File: src/rtl/mem_wb_pipeline_register.sv
// ============================================================================
// Module   : mem_wb_pipeline_register
// Brief    : MEM/WB pipeline stage register with cache-miss stall and sync clear
// Revision : 1.0
// ============================================================================
`default_nettype none

module mem_wb_pipeline_register #(
   parameter int DATA_WIDTH      = 32,
   parameter int REG_INDEX_WIDTH = 5
) (
   input  logic                       clock,
   input  logic                       reset,
   input  logic                       hit,
   input  logic                       RegWrite,
   input  logic                       MemToReg,
   input  logic [DATA_WIDTH-1:0]      data_memory_read_data,
   input  logic [DATA_WIDTH-1:0]      ALU_result,
   input  logic [REG_INDEX_WIDTH-1:0] write_register_index,
   output logic                       RegWrite_output,
   output logic                       MemtoReg_output,
   output logic [DATA_WIDTH-1:0]      data_memory_read_data_output,
   output logic [DATA_WIDTH-1:0]      ALU_result_output,
   output logic [REG_INDEX_WIDTH-1:0] write_register_index_output
);

   // All fields share one enable so the stage always moves as a single unit;
   // a miss (hit=0) freezes the whole stage, clear wins over the stall.
   always_ff @(posedge clock) begin
      if (reset) begin
         RegWrite_output              <= 1'b0;
         MemtoReg_output              <= 1'b0;
         data_memory_read_data_output <= '0;
         ALU_result_output            <= '0;
         write_register_index_output  <= '0;
      end else if (hit) begin
         RegWrite_output              <= RegWrite;
         MemtoReg_output              <= MemToReg;
         data_memory_read_data_output <= data_memory_read_data;
         ALU_result_output            <= ALU_result;
         write_register_index_output  <= write_register_index;
      end
   end

endmodule

`default_nettype wire

File: config.mk
export PLATFORM = sky130hd
export DESIGN_NAME = mem_wb_pipeline_register
export DESIGN_NICKNAME = d
export VERILOG_FILES = /design/src/rtl/mem_wb_pipeline_register.sv
export SDC_FILE = /design/constraint.sdc
export NUM_CORES = 1
export LEC_CHECK = 0
export ABC_AREA = 1
export BUFFER_PORTS_ARGS = -buffer_cell sky130_fd_sc_hd__buf_4
export CORE_ASPECT_RATIO = 0.7
export CORE_UTILIZATION = 49
export CTS_CLUSTER_DIAMETER = 80
export CTS_CLUSTER_SIZE = 40
export DETAILED_ROUTE_END_ITERATION = 12
export GPL_TIMING_DRIVEN = 1
export PLACE_DENSITY = 0.95
export SLEW_MARGIN = 30
export SYNTH_ARGS = -nofsm -noshare
export SYNTH_HDL_FRONTEND = slang
export SYNTH_SLANG_ARGS = --single-unit
File: constraint.sdc
create_clock -name clock -period 0.9 [get_ports clock]
set_input_delay 0 -clock clock [delete_from_list [all_inputs] [get_ports clock]]
set_output_delay 0 -clock clock [all_outputs]
set_load 0.05 [all_outputs]
==> impl_metrics.prom <==
# TYPE chip_impl_metric gauge
chip_impl_metric{name="power_leakage",unit="nW"} 2.855
chip_impl_info{name="mostFrequentLayoutCells",value="nor2_1, nand2_1, buf_4"} 1
chip_impl_metric{name="grt_pass1_wl",unit="µm"} 15210
chip_impl_info{name="largest_cells_by_area_after_synthesis",value="dfxtp_1, nand2_1, nor2_1"} 1
chip_impl_metric{name="dieHeight",unit="µm"} 66.63
chip_impl_metric{name="fin_tns_setup",unit="ns"} 0
chip_impl_metric{name="nNetsFinal",unit=""} 732
chip_impl_metric{name="cts.reportedPaths.clkPinSlew",unit="ns"} 0.08
chip_impl_metric{name="placeableCoreArea",unit="µm²"} 5727
chip_impl_metric{name="routed_wire_length_per_instance",unit="µm"} 16.39
chip_impl_metric{name="remaining_drc_errors",unit=""} 0
chip_impl_metric{name="track_usage",unit="%"} 32.33
chip_impl_metric{name="post_synth_instance_area",unit="µm²"} 2924
chip_impl_metric{name="fmax",unit="MHz"} 1114
chip_impl_metric{name="worstPathRequired",unit="ns"} 0.90
chip_impl_metric{name="number_of_levels_the_h_tree_was_split_into",unit=""} 3
chip_impl_info{name="critPathLaunchType",value="register"} 1
chip_impl_info{name="run_status",value="completed"} 1
chip_impl_metric{name="share_of_the_core_filled_with_cells",unit="%"} 91.46
chip_impl_metric{name="io_pins",unit=""} 145
chip_impl_metric{name="final-setup-viol-count",unit=""} 0
chip_impl_metric{name="synth_cell_type_count",unit=""} 9
chip_impl_metric{name="fin_skew",unit="ns"} 0
chip_impl_metric{name="num_rows",unit=""} 23
chip_impl_metric{name="timing_max_transition_violations_final",unit=""} 0
chip_impl_metric{name="grt_max_degree",unit=""} 52
chip_impl_metric{name="remaining_overflow_grt",unit=""} 0
chip_impl_metric{name="drv.max_cap_violation_count",unit=""} 0
chip_impl_metric{name="final_cell_count_no_fill",unit=""} 738
chip_impl_info{name="ctsRootBufferMaster",value="clkbuf_8"} 1
chip_impl_metric{name="dp_hpwl",unit="µm"} 4895
chip_impl_metric{name="io_buffer_count",unit=""} 144
chip_impl_metric{name="syn-mean-instance-area",unit="µm²"} 6.498
chip_impl_metric{name="timing_hold_violations_final",unit=""} 0
chip_impl_metric{name="fin_total_pwr",unit="mW"} 8.632
chip_impl_metric{name="route.antenna.remaining_nets",unit=""} 0
chip_impl_metric{name="die_width",unit="µm"} 94.33
chip_impl_info{name="hold_path.class",value="in2reg"} 1
chip_impl_metric{name="firstDrtPassIters",unit=""} 6
chip_impl_metric{name="drive_above_1_share",unit="%"} 30.32
chip_impl_metric{name="initial_utilization",unit="%"} 51.06
chip_impl_metric{name="multi_input_comb_area",unit="µm²"} 1066
chip_impl_metric{name="synthToLayoutAreaGrowth",unit="%"} 79.12
chip_impl_metric{name="slew_headroom",unit="%"} 81.52
chip_impl_metric{name="tritoncts_num_sinks",unit=""} 71
chip_impl_metric{name="synth-seq-cells",unit=""} 71
chip_impl_metric{name="antenna_found_initial",unit=""} 0
chip_impl_metric{name="cts-root-to-sink-buffers",unit=""} 2
chip_impl_metric{name="wirelength",unit="µm"} 12090
chip_impl_metric{name="worstMarginPinSlew",unit="ns"} 0.2772
chip_impl_metric{name="synth_cells",unit=""} 450
chip_impl_metric{name="slowest_delay",unit="ns"} 0.38
chip_impl_info{name="critical_path.endpoint_type",value="primary output"} 1
chip_impl_metric{name="first_iter_violations",unit=""} 327
chip_impl_info{name="setup.worst_path.class",value="reg2out"} 1
chip_impl_metric{name="post-route-min-period",unit="ns"} 0.8979
chip_impl_metric{name="period_share",unit="%"} 99.77
chip_impl_metric{name="cts_post_setup_buffers_inserted",unit=""} 0
chip_impl_info{name="worst_path_dominant_cell_family",value="flip-flops"} 1
chip_impl_metric{name="clock_buffers_created_by_tritoncts",unit=""} 9
chip_impl_metric{name="n_antenna_cell",unit=""} 0
chip_impl_info{name="crit_slowest_cell",value="dfxtp_1"} 1
chip_impl_metric{name="post_drt_via_cell_ratio",unit=""} 4.980
chip_impl_metric{name="synth_warnings",unit=""} 0
chip_impl_info{name="cts_tree",value="built"} 1
chip_impl_info{name="netlist.top_cell.by_area",value="dfxtp_1"} 1
chip_impl_metric{name="arr_time_crit_path",unit="ns"} 0.90
chip_impl_metric{name="vdd.ir_drop.worst",unit="V"} 0.001028
chip_impl_metric{name="worstPathMaxFanout",unit=""} 2
chip_impl_metric{name="dieArea",unit="µm²"} 6285
chip_impl_metric{name="fill_cells",unit=""} 231
chip_impl_info{name="worstPathCellList",value="buf_6"} 1
chip_impl_metric{name="power.density",unit="nW/µm²"} 1648
chip_impl_metric{name="detailed_route_via_count",unit=""} 3675
chip_impl_metric{name="synthesis.nets",unit=""} 524
chip_impl_metric{name="place.gp.congestion",unit=""} 0.7223
chip_impl_metric{name="seq_area_frac_synth",unit="%"} 48.61
chip_impl_metric{name="dpl.cell_count",unit=""} 651
chip_impl_metric{name="worst-path-buf-inv",unit=""} 1
chip_impl_metric{name="clkLatencyLatePin",unit="ns"} 0.33
chip_impl_metric{name="synth_top_area_share",unit="%"} 48.61
chip_impl_metric{name="seq_area",unit="µm²"} 1466
chip_impl_metric{name="first_global_vias",unit=""} 3334
## tightest hold or removal path, stage by stage
cell	delay (ns)
buf_4	0.09
inv_2	0.04
buf_12	0.16
nand2_1	0.08
nor2_1	0.03
## path summary, 6_finish.rpt
kind	to	cells after the start	slack [ns]	from
setup reg to reg	ALU_result_output[12]$_SDFFE_PP0P_	2	0.21	ALU_result_output[12]$_SDFFE_PP0P_
hold reg to reg	data_memory_read_data_output[5]$_SDFFE_PP0P_	2	0.48	data_memory_read_data_output[5]$_SDFFE_PP0P_
hold / removal	data_memory_read_data_output[18]$_SDFFE_PP0P_	5	0.11	reset
setup / recovery	ALU_result_output[16]	1	0.002	ALU_result_output[16]$_SDFFE_PP0P_
## repair_timing
action	in CTS	in global routing
hold buffers	71	0
endpoints found under the hold margin	71	0
pin swaps	0	0
endpoints found under the setup margin	10	66
resized for setup	11	95
## flip-flops by register name (all words and copies together) (netlist names)
| signal | cells |
|---|---|
| ALU_result_output | 32 |
| data_memory_read_data_output | 32 |
| RegWrite_output | 1 |
| write_register_index_output | 5 |
| MemtoReg_output | 1 |
## synthesized netlist by cell type
cell and n:
clkbuf_1 6, buf_2 7, buf_6 9, dfxtp_1 71, inv_1 71, nand2_1 142
inv_2 1, buf_4 1, nor2_1 142
## cell type report
cell class	instances	area share, %
multi-input combinational	284	20.35
inverter	72	5.160
clock inverter	5	1.099
clock buffer	11	2.699
sequential	71	28.00
timing repair buffer	220	40.90
tap	75	1.792
## routing by layer
layer  up-vias  wire [µm]  GRT usage, %
met5         -          0             0
met4         0        707         16.54
met3        72       1005         9.589
met2       247       6251         62.86
met1      1677       4129         30.87
li1       1679          -             -
## power breakdown
group / switching (mW) / leakage (nW) / total, mW / internal (mW)
clock: 1.21 / 0.0916 / 2.56 / 1.35
sequential: 0.186 / 0.601 / 3.57 / 3.39
combinational: 1.47 / 2.16 / 2.50 / 1.03
total: 2.86 / 2.85 / 8.63 / 5.77
## stage by stage
step	setup slack, ns	hold slack, ns	cell area [µm²]
3_5_place_dp	0.1779	0.2946	4020
4_1_cts	0.001267	0.09317	4969
2_1_floorplan	0.04181	0.1700	2924
6_report	0.002086	0.1088	5238
5_1_grt	-0.02137	0.1184	5238
3_3_place_gp	0.2298	0.2783	4020
## logic make-up after synthesis
kind of cell	share of synthesized area, %
buf+inv	14.93
simple gates	36.46
flops	48.61
Power figures use the tool's default switching activity.
